## src/rtl/avg_unpool_pkg.sv

```systemverilog
// avg_unpool_pkg: FP16 field layout, stream FSM states and frame sizing shared by
// the average-unpool stream and its FP16 scale unit.
package avg_unpool_pkg;

   localparam int unsigned EXP_W      = 5;
   localparam int unsigned MAN_W      = 10;
   localparam logic [4:0]  EXP_INF    = 5'd31;

   localparam int unsigned DEF_IN_DIM = 14;
   localparam int unsigned OUT_BEATS  = 4 * DEF_IN_DIM * DEF_IN_DIM;

   typedef enum logic {
      ROW_A,
      ROW_B
   } state_t;

endpackage

```

## src/rtl/fp16_div4.sv

```systemverilog
// fp16_div4: combinational FP16 multiply by 1/4. Subnormal results truncate unless
// AVG_UNPOOL_RNE_EN is defined, which selects round-to-nearest-even.
module fp16_div4
   import avg_unpool_pkg::*;
(
   input  logic [15:0] a_i,
   output logic [15:0] y_o
);

   localparam int unsigned W = 1 + EXP_W + MAN_W;

   logic             sign;
   logic [EXP_W-1:0] exp_f;
   logic [MAN_W-1:0] man_f;
   logic [MAN_W-1:0] sub_man;
   logic [W-2:0]     mag;

   always_comb begin
      sign  = a_i[W-1];
      exp_f = a_i[W-2:MAN_W];
      man_f = a_i[MAN_W-1:0];

      sub_man = '0;
      if (exp_f == EXP_W'(2)) begin
         sub_man = MAN_W'({1'b1, man_f} >> 1);
      end else if (exp_f == EXP_W'(1)) begin
         sub_man = MAN_W'({1'b1, man_f} >> 2);
      end else begin
         sub_man = man_f >> 2;
      end
      mag = {{EXP_W{1'b0}}, sub_man};

`ifdef AVG_UNPOOL_RNE_EN
      begin : rne
         logic guard;
         logic sticky;
         guard  = 1'b0;
         sticky = 1'b0;
         if (exp_f == EXP_W'(2)) begin
            guard = man_f[0];
         end else if (exp_f == EXP_W'(1)) begin
            guard  = man_f[1];
            sticky = man_f[0];
         end else begin
            guard  = man_f[1];
            sticky = man_f[0];
         end
         // a carry out of the mantissa lands in the exponent field as the correct normal code
         if (guard && (sticky || sub_man[0])) begin
            mag = mag + (W-1)'(1);
         end
      end
`endif

      y_o = a_i;
      if (exp_f == EXP_INF) begin
         y_o = a_i;
      end else if (exp_f >= EXP_W'(3)) begin
         y_o = {sign, exp_f - EXP_W'(2), man_f};
      end else begin
         y_o = {sign, mag};
      end
   end

endmodule

```

## src/rtl/avg_unpool_stream.sv

```systemverilog
// avg_unpool_stream: 2x2 average-unpool distributor, one FP16 word in, its v/4 written
// to a 2x2 footprint out. Build option AVG_UNPOOL_RNE_EN selects subnormal rounding.
module avg_unpool_stream
   import avg_unpool_pkg::*;
#(
   parameter int unsigned IN_DIM = DEF_IN_DIM,
   parameter int unsigned DATA_W = 16
)(
   input  logic              clk,
   input  logic              reset,
   input  logic [DATA_W-1:0] in_data,
   input  logic              in_valid,
   output logic              in_ready,
   output logic [DATA_W-1:0] out_data,
   output logic              out_valid,
   input  logic              out_ready,
   output logic              out_last,
   output logic              frame_done
);

   localparam int unsigned COL_W       = $clog2(IN_DIM + 1);
   localparam int unsigned IDX_W       = $clog2(IN_DIM);
   localparam int unsigned ROW_W       = $clog2(IN_DIM);
   localparam int unsigned FRAME_BEATS = OUT_BEATS / (DEF_IN_DIM * DEF_IN_DIM) * IN_DIM * IN_DIM;
   localparam int unsigned BEAT_W      = $clog2(FRAME_BEATS);

   state_t              state_q, state_d;
   logic [ROW_W-1:0]    row_q, row_d;
   logic [COL_W-1:0]    col_q, col_d;
   logic                phase_q, phase_d;
   logic [BEAT_W-1:0]   beat_q, beat_d;
   logic [DATA_W-1:0]   hold_q, hold_d;
   logic                hold_valid_q, hold_valid_d;
   logic                frame_done_q, frame_done_d;
   logic [DATA_W-1:0]   line_buf [IN_DIM];

   logic [DATA_W-1:0]   scaled;
   logic                col_full;
   logic                fire_out;
   logic                accept;

   fp16_div4 u_div4 (
      .a_i (in_data),
      .y_o (scaled)
   );

   // col_q counts accepted words in ROW_A and replayed words in ROW_B
   assign col_full  = (col_q == COL_W'(IN_DIM));
   assign out_valid = !reset && ((state_q == ROW_B) || hold_valid_q);
   assign in_ready  = !reset && (state_q == ROW_A) && !col_full
                      && (!hold_valid_q || (phase_q && out_ready));
   assign fire_out  = out_valid && out_ready;
   assign accept    = in_valid && in_ready;

   assign out_data   = (state_q == ROW_A) ? hold_q : line_buf[col_q[IDX_W-1:0]];
   assign out_last   = out_valid && (beat_q == BEAT_W'(FRAME_BEATS - 1));
   assign frame_done = frame_done_q;

   always_comb begin
      state_d      = state_q;
      row_d        = row_q;
      col_d        = col_q;
      phase_d      = phase_q;
      hold_d       = hold_q;
      hold_valid_d = hold_valid_q;
      frame_done_d = 1'b0;
      beat_d       = beat_q;

      if (fire_out) begin
         beat_d = out_last ? '0 : beat_q + 1'b1;
      end

      unique case (state_q)
         ROW_A: begin
            if (fire_out) begin
               phase_d = ~phase_q;
               if (phase_q) begin
                  hold_valid_d = 1'b0;
                  if (col_full) begin
                     state_d = ROW_B;
                     col_d   = '0;
                  end
               end
            end
            // a same-cycle accept refills the hold register as the second beat drains
            if (accept) begin
               hold_d       = scaled;
               hold_valid_d = 1'b1;
               col_d        = col_q + 1'b1;
            end
         end
         ROW_B: begin
            if (fire_out) begin
               phase_d = ~phase_q;
               if (phase_q) begin
                  if (col_q == COL_W'(IN_DIM - 1)) begin
                     col_d   = '0;
                     state_d = ROW_A;
                     if (row_q == ROW_W'(IN_DIM - 1)) begin
                        row_d        = '0;
                        frame_done_d = 1'b1;
                     end else begin
                        row_d = row_q + 1'b1;
                     end
                  end else begin
                     col_d = col_q + 1'b1;
                  end
               end
            end
         end
         default: state_d = ROW_A;
      endcase
   end

   always_ff @(posedge clk) begin
      if (reset) begin
         state_q      <= ROW_A;
         row_q        <= '0;
         col_q        <= '0;
         phase_q      <= 1'b0;
         beat_q       <= '0;
         hold_q       <= '0;
         hold_valid_q <= 1'b0;
         frame_done_q <= 1'b0;
      end else begin
         state_q      <= state_d;
         row_q        <= row_d;
         col_q        <= col_d;
         phase_q      <= phase_d;
         beat_q       <= beat_d;
         hold_q       <= hold_d;
         hold_valid_q <= hold_valid_d;
         frame_done_q <= frame_done_d;
      end
   end

   always_ff @(posedge clk) begin
      if (accept) begin
         line_buf[col_q[IDX_W-1:0]] <= scaled;
      end
   end

endmodule

```

## config.mk

```make
export PLATFORM = sky130hd
export DESIGN_NAME = avg_unpool_stream
export DESIGN_NICKNAME = d
export VERILOG_FILES = /design/src/rtl/avg_unpool_pkg.sv /design/src/rtl/fp16_div4.sv /design/src/rtl/avg_unpool_stream.sv
export SDC_FILE = /design/constraint.sdc
export NUM_CORES = 1
export LEC_CHECK = 0
export BUFFER_PORTS_ARGS = -buffer_cell sky130_fd_sc_hd__buf_2
export CAP_MARGIN = 20
export CORE_MARGIN = 5
export CORE_UTILIZATION = 40
export DETAILED_ROUTE_END_ITERATION = 8
export PLACE_DENSITY_LB_ADDON = 0.25
export SLEW_MARGIN = 20
export SYNTH_ARGS = -nofsm -noshare
export SYNTH_HDL_FRONTEND = slang
export SYNTH_HIERARCHICAL = 1
export SYNTH_SLANG_ARGS = --single-unit
```

## constraint.sdc

```tcl
create_clock -name clk -period 4.79 [get_ports clk]
set_input_delay 0.958 -clock clk [delete_from_list [all_inputs] [get_ports clk]]
set_output_delay 0.958 -clock clk [all_outputs]
set_load 0.005 [all_outputs]
```

==> results.py, run 1 <==
metrics = {
    "global_routing": {
        "grt_max_degree": 37,
        "grt_pass1_vias": 6180,
        "globalRouteOverflowTotal": 0,
        "antenna_found_initial": 0,
        "track_usage": 0.158,
        "grt_pass1_wl_um": 37300,
    },
    "timing": {
        "setup-violations-final": 0,
        "hold_violations": 0,
        "max_slew_margin": 0.241,
        "timing.final.max_slew_violations": 0,
        "finalSetupTns_ps": 0,
        "finClkSkew_ps": 7.52,
        "finalCriticalPeriod_ps": 3860,
        "fin_crit_sh": 0.805,
        "tightest_slew_ps": 1140,
        "max_freq_mhz": 259,
        "rsz0062_at_grt": "no",
    },
    "synthesis": {
        "syn_nets": 701,
        "synthMuxAreaShare": 0.165,
        "synthArstFlopShare": 0,
        "ys_seq_elements": 266,
        "yosys.area_share.simple": 0.0725,
        "synthAdderAreaFrac": 0.00784,
        "yosys_warnings": 6,
        "synth-edff-count": 224,
        "synth_top_family_by_area": "multiplexers",
        "synthFlopType": "edfxtp_1",
        "synth-xor-area-share": 0.00627,
        "ys_seq_area_frac": 0.677,
        "synthDistinctLibCells": 55,
        "syn_area_um2": 11200,
        "synth_cells": 674,
        "synth_area_per_cell_um2": 16.6,
        "synth_compound_area_frac": 0.0462,
    },
    "route": {
        "firstDrtPassIters": 5,
        "via_count": 6040,
        "totalWireLength_um": 24600,
        "viasPerCell": 5.34,
        "ant_nets": 0,
        "drtIter0Drc": 485,
        "wl_per_cell_um": 21.7,
        "drc": 0,
    },
    "finish": {
        "final_common_cell": "edfxtp_1",
        "drive_gt1_frac": 0.220,
        "antennaDiodeCount": 0,
        "fin_cells": 1131,
        "final_cell_mix": "224 x edfxtp_1, 44 x mux2i_1, 43 x a21oi_1",
        "area_delta_synth_final_pct": 13.9,
        "fin_nets": 758,
        "stdcell_area_um2": 12700,
    },
    "min_path": {
        "holdPathEnd": "beat_q[0]$_SDFFE_PP0P_",
        "hp-class": "reg2reg",
        "min_path_cells": 2,
        "min-delay-start": "beat_q[0]$_SDFFE_PP0P_",
    },
    "critical_path": {
        "cp-start-kind": "flop",
        "worst_r2r_path_depth": 7,
        "worstSetupEndpointType": "primary output",
        "r2r_start": "state_q$_SDFF_PP0_",
        "r2r-end": "line_buf[8][8]$_DFFE_PP_",
        "cp_max_fo": 27,
        "cp.arrival_ps": 2900,
        "crit_type": "reg2out",
        "r2r_slack_ps": 2150,
        "cp_data_required_time_ps": 3830,
    },
    "die": {
        "die_x_um": 177,
        "fp-row-count": 61,
        "io_pins": 40,
        "dieArea_um2": 31400,
        "initial_core_util": 0.403,
        "core_um2": 27700,
        "die_y_um": 177,
    },
    "clock_tree": {
        "htreeDepth": 1,
        "cts_setup_buffers": 0,
        "cts_buffer_depth": 3,
        "postCtsHoldBufs": 0,
        "cts_root_buf": "clkbuf_16",
        "ctsResizeCount": 0,
        "cts_buffers": 28,
        "clkSinkCount": 266,
        "clk_pin_slew_ps": 60,
        "cts_tree": "yes",
        "clkLatencyLatePin_ps": 530,
    },
    "pwr": {
        "total_power_mw": 4.81,
        "p_leak_nw": 4.33,
        "power_density_nw_per_um2": 378,
        "peakVddDrop_v": 0.000238,
    },
    "placed_design": {
        "place_inst": 1078,
        "dp_hpwl_um": 14900,
        "io_buffer_count": 39,
        "gp_congestion": 0.789,
        "postPlaceCellArea_um2": 11800,
    },
    "outcome": {
        "status": "finished, final reports clean",
    },
    "flow_run": {
        "maxCapViolCount": 0,
    },
}
-- worst max-delay path, cell delays in order, from the launching register on --
cell and delay [ps]:
dfxtp_2 830, buf_4 460, mux4_2 360, mux2_2 290
a21oi_1 220, nand2_1 70, buf_2 120
-- cell usage after synthesis (5+ instances only) --
cell type  number  area, um^2
xor2_1          7        61.3
o21ai_0        14        70.1
mux4_2         19         428
ha_1            7        87.6
nor2_1         31         116
nand2_1        38         143
mux2_2         19         214
dfxtp_1        42         841
inv_1           8        30.0
nand4_1         6        37.5
a21oi_1        49         245
clkbuf_1        8        30.0
buf_6           8        90.1
nor4b_1         5        43.8
mux2i_1        44         440
buf_2           8        40.0
buf_4           9        67.6
o211ai_1       10        75.1
mux4_1         29         762
and2b_1        13        97.6
nand3_1        13        65.1
edfxtp_1      224        6730
and2_1         12        75.1
-- worst max path at each step --
| stage | depth (start not counted) | endpoint | slack [ps] |
|---|---|---|---|
| after floorplan | 5 | line_buf[0][0]$_DFFE_PP_ | 840 |
| after global placement | 4 | line_buf[9][6]$_DFFE_PP_ | 1430 |
| after detailed placement | 4 | line_buf[4][0]$_DFFE_PP_ | 1280 |
| after CTS | 6 | out_data[1] | 880 |
| after global routing | 6 | out_data[4] | 750 |
| final | 6 | out_data[4] | 930 |
-- logic make-up after synthesis --
group,Yosys count
AO/OA/AOI/OAI,88
flip-flops,266
adder cells (fa/ha/maj),7
AND/OR/NAND/NOR,150
XOR/XNOR,8
multiplexers,111
buffers and inverters,44
-- stage by stage --
stage	worst slack [ps]	hold WS, ps	utilization
after floorplan	839	454	-
after global placement	1430	467	0.426
after detailed placement	1280	475	0.427
after CTS	878	486	0.458
after global routing	747	516	0.460
final	932	483	0.460
-- sequential cells by signal, indices dropped and copies added, names as in the netlist, named ones only --
signal	cells
hold_valid_q	1
hold_q	16
row_q	4
beat_q	10
phase_q	1
col_q	4
frame_done	1
state_q	1
line_buf	224
-- layout make-up --
type,instances,area (um^2)
fillers,2370,15000
flip-flops and latches,266,7570
multi-input cells,364,3390
clock buffers,39,793
well taps,378,473
repair buffers,63,385
clock inverters,13,85.1
inverters,8,30.0
-- routing by layer --
layer / routed length [um] / vias up / track usage
met2: 11500 / 133 / 0.250
li1: - / 2778 / -
met5: 0 / - / 0
met4: 587 / 0 / 0.0419
met1: 11300 / 3086 / 0.232
met3: 1230 / 43 / 0.0235
-- power breakdown --
| part | internal (mW) | switching [mW] |
|---|---|---|
| logic | 0.0809 | 0.132 |
| clock network | 1.20 | 0.840 |
| registers | 2.54 | 0.0126 |
(Power assumes the default switching activity.)
==> run 2, diff against run 1 <==
--- a/config.mk
+++ b/config.mk
@@ -5,6 +5,7 @@
 export SDC_FILE = /design/constraint.sdc
 export NUM_CORES = 1
 export LEC_CHECK = 0
+export ABC_AREA = 1
 export BUFFER_PORTS_ARGS = -buffer_cell sky130_fd_sc_hd__buf_2
 export CAP_MARGIN = 20
 export CORE_MARGIN = 5
==> constraint.sdc (replaced) <==
create_clock -name clk -period 3.5 [get_ports clk]
set_input_delay 0.7 -clock clk [delete_from_list [all_inputs] [get_ports clk]]
set_output_delay 0.7 -clock clk [all_outputs]
set_load 0.005 [all_outputs]
==> run 2 against run 1 <==
Against the previous run: clock power rose by 34%; via count rose by 37%; highest routed layer unchanged; sequential power rose by 38%; routed wire length rose by 21%; cell count rose by 44%; flip-flop and latch count did not move; count of clock-buffer cells in the layout fell by 6.
==> results.py, run 2 <==
metrics = {
    "die": {
        "die_x_um": 180,
        "initial_core_util": 0.404,
        "io_pins": 40,
        "fp-row-count": 62,
        "die_y_um": 180,
        "core_um2": 28600,
        "dieArea_um2": 32400,
    },
    "route": {
        "drtIter0Drc": 712,
        "drc": 0,
        "wl_per_cell_um": 18.3,
        "viasPerCell": 5.11,
        "ant_nets": 0,
        "firstDrtPassIters": 5,
        "via_count": 8297,
        "totalWireLength_um": 29700,
    },
    "timing": {
        "setup-violations-final": 0,
        "finalCriticalPeriod_ps": 3130,
        "finClkSkew_ps": 12.7,
        "tightest_slew_ps": 951,
        "fin_crit_sh": 0.894,
        "max_freq_mhz": 319,
        "max_slew_margin": 0.366,
        "rsz0062_at_grt": "no",
        "hold_violations": 0,
        "finalSetupTns_ps": 0,
        "timing.final.max_slew_violations": 0,
    },
    "finish": {
        "final_common_cell": "nand2_1",
        "antennaDiodeCount": 0,
        "area_delta_synth_final_pct": 14.2,
        "final_cell_mix": "383 x nand2_1, 224 x edfxtp_1, 147 x nand3_1",
        "largest_register_ffs": 224,
        "fin_cells": 1625,
        "drive_gt1_frac": 0.131,
        "fin_nets": 1247,
        "n_fill_cell": 2670,
    },
    "min_path": {
        "min_path_cells": 2,
        "hp-class": "reg2reg",
    },
    "clock_tree": {
        "cts_buffer_depth": 3,
        "ctsResizeCount": 0,
        "cts_tree": "yes",
        "cts_buffers": 27,
        "clkSinkCount": 266,
        "cts_setup_buffers": 0,
        "cts_root_buf": "clkbuf_16",
        "htreeDepth": 1,
        "clk_pin_slew_ps": 60,
        "postCtsHoldBufs": 0,
        "clkLatencyLatePin_ps": 540,
    },
    "synthesis": {
        "synth_area_per_cell_um2": 9.90,
        "synth_common_cells": "383 x nand2_1, 224 x edfxtp_1, 147 x nand3_1",
        "ys_seq_area_frac": 0.654,
        "synthDistinctLibCells": 34,
        "synthFlopType": "edfxtp_1",
        "ys_seq_elements": 266,
        "syn_nets": 1196,
        "synth.most_common_cell": "nand2_1",
        "syn_area_um2": 11600,
        "synthArstFlopShare": 0,
        "synth_cells": 1169,
        "yosys.area.top_type": "edfxtp_1",
        "yosysTopAreaCellShare": 0.581,
        "synth-edff-count": 224,
        "yosys_warnings": 6,
        "synth.area.top_cells": "edfxtp_1 58%, nand2_1 12%, dfxtp_1 7.3%, nand3_1 6.4%, nor2_1 3.7%",
    },
    "pwr": {
        "p_leak_nw": 5.09,
        "peakVddDrop_v": 0.000321,
        "swShare": 0.229,
        "power_frac_comb": 0.075,
        "power_density_nw_per_um2": 511,
        "clkPwrFrac": 0.406,
        "p_seq_frac": 0.520,
        "power.internal_mw": 5.20,
        "p_sw_mw": 1.55,
    },
    "critical_path": {
        "r2r_slack_ps": 1010,
        "cp_data_required_time_ps": 2800,
        "worstSetupEndpointType": "primary output",
        "crit_top_cell": "nand2_1",
        "crit_type": "reg2out",
        "cp.arrival_ps": 2430,
        "cp-start-kind": "flop",
        "cp_max_fo": 72,
        "cp_slowest_cell": "buf_4",
        "worst_r2r_path_depth": 6,
        "crit_chain": "buf_4 > nor2_1 > nor2_1 > o21ai_0 > nand2_1 > nand2_1 > nand2_1 > nand2_1 > nand2_1 > buf_2",
        "cpPeakStageDelay_ps": 640,
    },
    "flow_run": {
        "maxCapViolCount": 0,
    },
    "global_routing": {
        "globalRouteOverflowTotal": 0,
        "grt_pass1_vias": 8007,
        "track_usage": 0.182,
        "grt_max_degree": 73,
        "grt_pass1_wl_um": 47200,
        "antenna_found_initial": 0,
    },
    "placed_design": {
        "gp_congestion": 0.837,
        "io_buffer_count": 39,
        "place_inst": 1575,
        "dp_hpwl_um": 18000,
    },
    "outcome": {
        "status": "finished, final reports clean",
    },
}
[run 2: final cells by class]
cell class | count | area [um^2] | area share
Sequential cell | 266 | 7570 | 0.573
Multi-Input combinational cell | 781 | 3530 | 0.267
Clock buffer | 33 | 738 | 0.0559
Timing Repair Buffer | 80 | 541 | 0.0409
Tap cell | 384 | 480 | 0.0364
Inverter | 64 | 243 | 0.0184
Clock inverter | 17 | 111 | 0.00843
[run 2: path summary, 6_finish.rpt]
path | from | end
worst min-delay path | hold_q[8]$_SDFFE_PP0P_ | hold_q[8]$_SDFFE_PP0P_
worst min register to register | hold_q[8]$_SDFFE_PP0P_ | hold_q[8]$_SDFFE_PP0P_
worst max-delay path | flop | out_data[11]
worst max register to register | col_q[0]$_SDFFE_PP0P_ | line_buf[11][9]$_DFFE_PP_
[run 2: power by group through the flow]
stage	sequential [mW]	combinational, mW	clock, mW
floorplan	3.57	0.318	0
global placement	3.57	0.500	0
detailed placement	3.57	0.504	0
CTS	3.51	0.505	2.79
global route	3.51	0.563	2.94
finish	3.51	0.503	2.74
[run 2: metrics by stage]
stage | setup slack, ps | power (mW) | hold WS (ps) | instance area (um^2) | util
finish | 369 | 6.75 | 483 | 13200 | 0.462
detailed placement | 771 | 4.08 | 471 | 12400 | 0.432
global route | 120 | 7.01 | 494 | 13200 | 0.462
CTS | 359 | 6.80 | 486 | 13200 | 0.462
global placement | 850 | 4.07 | 465 | 12400 | 0.432
floorplan | 678 | 3.89 | 455 | 11600 | -
[run 2: critical path, delay by kind of cell, from the launching register on]
| family | cells | cell delay [ps] |
|---|---|---|
| buffers and inverters | 2 | 750 |
| AND/OR/NAND/NOR | 7 | 650 |
| flip-flops | 1 | 350 |
| AO/OA/AOI/OAI | 1 | 90 |
[run 2: layer usage]
metal,vias to the layer above,GRT usage,share of wire
met5,-,0,0
met2,246,0.297,0.47
met4,0,0.0357,0.016
li1,4053,-,-
met1,3963,0.264,0.45
met3,35,0.0266,0.068
[run 2: cell families after synthesis]
| group | count (synthesis) | share of synthesized area |
|---|---|---|
| AO/OA/AOI/OAI | 84 | 0.0395 |
| flip-flops | 266 | 0.654 |
| buffers and inverters | 122 | 0.0457 |
| AND/OR/NAND/NOR | 685 | 0.249 |
| adder cells (fa/ha/maj) | 7 | 0.00757 |
| XOR/XNOR | 5 | 0.00379 |
==> run 3, diff against run 2 <==
--- a/config.mk
+++ b/config.mk
@@ -5,7 +5,6 @@
 export SDC_FILE = /design/constraint.sdc
 export NUM_CORES = 1
 export LEC_CHECK = 0
-export ABC_AREA = 1
 export BUFFER_PORTS_ARGS = -buffer_cell sky130_fd_sc_hd__buf_2
 export CAP_MARGIN = 20
 export CORE_MARGIN = 5
==> run 3 against run 2 <==
Against the previous run: worst hold slack gained 5.3 ps; first-iteration DRC count decreased by 46%; register-to-register slack got worse by 180 ps; power about the same; highest routed layer unchanged; clock skew increased by 12 ps; non-clock buffer count is 1 higher; largest power group unchanged; sequential power about the same; cell count is 29% lower; core utilization up 0.49 points; global-route usage is 2.3 points lower.
==> results.py, run 3 (synthesis results as in run 1) <==
metrics = {
    "route": {
        "via_count": 6152,
        "firstDrtPassIters": 5,
        "wl_met2_um": 11500,
        "drc": 0,
        "wl_per_cell_um": 21.4,
        "ant_nets": 0,
        "drtIter0Drc": 381,
        "wl_met1_um": 11300,
        "top_layer_used": "met4",
        "totalWireLength_um": 24600,
        "viasPerCell": 5.35,
        "wl_met3_um": 1250,
    },
    "die": {
        "core_um2": 27700,
        "die_x_um": 177,
        "die_y_um": 177,
        "dieArea_um2": 31400,
        "io_pins": 40,
        "fp-row-count": 61,
        "initial_core_util": 0.403,
    },
    "finish": {
        "antennaDiodeCount": 0,
        "area_delta_synth_final_pct": 15.6,
        "final_common_cell": "edfxtp_1",
        "final_cell_mix": "224 x edfxtp_1, 48 x a21oi_1, 44 x mux2i_1",
        "drive_gt1_frac": 0.232,
        "fin_cells": 1149,
        "fin_nets": 776,
        "largest_register_ffs": 224,
    },
    "clock_tree": {
        "cts_setup_buffers": 0,
        "postCtsHoldBufs": 0,
        "clk_pin_slew_ps": 60,
        "cts_root_buf": "clkbuf_16",
        "htreeDepth": 1,
        "clkLatencyLatePin_ps": 550,
        "cts_tree": "yes",
        "cts_buffers": 28,
        "clkSinkCount": 266,
        "ctsResizeCount": 0,
        "cts_buffer_depth": 3,
    },
    "timing": {
        "setup-violations-final": 0,
        "hold_violations": 0,
        "timing.final.max_slew_violations": 0,
        "tightest_slew_ps": 772,
        "max_freq_mhz": 309,
        "finalCriticalPeriod_ps": 3240,
        "finClkSkew_ps": 24.6,
        "rsz0062_at_grt": "no",
        "max_slew_margin": 0.484,
        "fin_crit_sh": 0.925,
    },
    "pwr": {
        "swShare": 0.202,
        "power_frac_comb": 0.045,
        "total_power_mw": 6.75,
        "clkPwrFrac": 0.438,
        "p_leak_nw": 4.45,
        "p_sw_mw": 1.37,
        "peakVddDrop_v": 0.000299,
        "p_seq_frac": 0.517,
        "power_density_nw_per_um2": 522,
        "power.internal_mw": 5.39,
    },
    "critical_path": {
        "cp.arrival_ps": 2540,
        "r2r-end": "line_buf[4][3]$_DFFE_PP_",
        "worstSetupEndpointType": "primary output",
        "crit_family": "multiplexers",
        "cp_slowest_cell": "mux4_1",
        "cp_data_required_time_ps": 2800,
        "cpPeakStageDelay_ps": 600,
        "crit_chain": "buf_12 > mux4_1 > mux2_2 > a21oi_1 > nand2_1 > buf_2",
        "worst_r2r_path_depth": 7,
        "crit_type": "reg2out",
        "r2r_start": "col_q[0]$_SDFFE_PP0P_",
        "cp-start-kind": "flop",
        "r2r_slack_ps": 830,
        "crit_buf_inv": 2,
        "cp_max_fo": 25,
    },
    "min_path": {
        "holdPathEnd": "beat_q[0]$_SDFFE_PP0P_",
        "min_path_cells": 2,
        "min-delay-start": "beat_q[0]$_SDFFE_PP0P_",
        "hp-class": "reg2reg",
    },
    "global_routing": {
        "globalRouteOverflowTotal": 0,
        "antenna_found_initial": 0,
        "grt_pass1_wl_um": 37800,
        "grt_pass1_vias": 6306,
        "track_usage": 0.159,
        "grt_max_degree": 26,
    },
    "placed_design": {
        "dp_hpwl_um": 15200,
        "io_buffer_count": 39,
        "place_inst": 1097,
        "gp_congestion": 0.771,
    },
    "outcome": {
        "status": "finished, final reports clean",
    },
    "flow_run": {
        "maxCapViolCount": 0,
    },
}
==> run 3: changes by cell type in the layout (fill, tap and decap cells not counted), sizes merged, moves of 10 or more <==
cell | before | now
and2 | 1 | 12
mux2 | 0 | 19
nand4 | 17 | 7
nand3 | 150 | 13
inv | 65 | 8
nand2 | 387 | 38
mux2i | 0 | 44
a21oi | 17 | 49
o21ai | 54 | 15
mux4 | 0 | 48
nor2 | 120 | 31
and2b | 0 | 14
==> run 3: worst register-to-register path, delay by kind of cell (launching register included) <==
family,cells,cell delay (ps)
AND/OR/NAND/NOR,4,1160
flip-flops,1,440
buffers and inverters,2,430
adder cells (fa/ha/maj),1,300
==> run 3: metal layers <==
layer / vias to the layer above / global-route usage
met3: 36 / 0.0271
li1: 2831 / -
met4: 0 / 0.0371
met1: 3132 / 0.232
met5: - / 0
met2: 153 / 0.251
==> run 3: final cells by class <==
cell class / count / area, um^2
clock inverters: 18 / 201
repair buffers: 81 / 548
inverters: 8 / 30.0
multi-input cells: 364 / 3370
flip-flops and latches: 266 / 7570
well taps: 378 / 473
fillers: 2388 / 14800
clock buffers: 34 / 733
==> run 3: how the worst max path moves through the flow <==
stage | slack [ps] | cells past startpoint | from | end
5_1_grt | 130 | 4 | state_q$_SDFF_PP0_ | out_data[5]
2_1_floorplan | -190 | 5 | reset | line_buf[0][0]$_DFFE_PP_
3_5_place_dp | 760 | 8 | in_data[12] | hold_q[3]$_SDFFE_PP0P_
6_report | 260 | 6 | flop | out_data[6]
3_3_place_gp | 810 | 6 | flop | out_data[8]
4_1_cts | 210 | 6 | flop | out_data[6]
==> run 3: stage by stage <==
| stage | TNS (ps) | hold slack [ps] | cell area [um^2] | setup WS (ps) | util |
|---|---|---|---|---|---|
| floorplan | -12380 | 454 | 11200 | -193 | - |
| global route | 0 | 514 | 12900 | 134 | 0.467 |
| CTS | 0 | 493 | 12900 | 214 | 0.466 |
| finish | 0 | 489 | 12900 | 263 | 0.467 |
| global placement | 0 | 468 | 12000 | 807 | 0.432 |
| detailed placement | 0 | 482 | 12000 | 758 | 0.432 |
==> run 3: power by group through the flow <==
| stage | Clock, mW | Sequential (mW) | Combinational (mW) |
|---|---|---|---|
| finish | 2.96 | 3.49 | 0.304 |
| global route | 3.16 | 3.49 | 0.334 |
| CTS | 3.03 | 3.49 | 0.305 |
| detailed placement | 0 | 3.56 | 0.304 |
| global placement | 0 | 3.56 | 0.295 |
| floorplan | 0 | 3.55 | 0.192 |
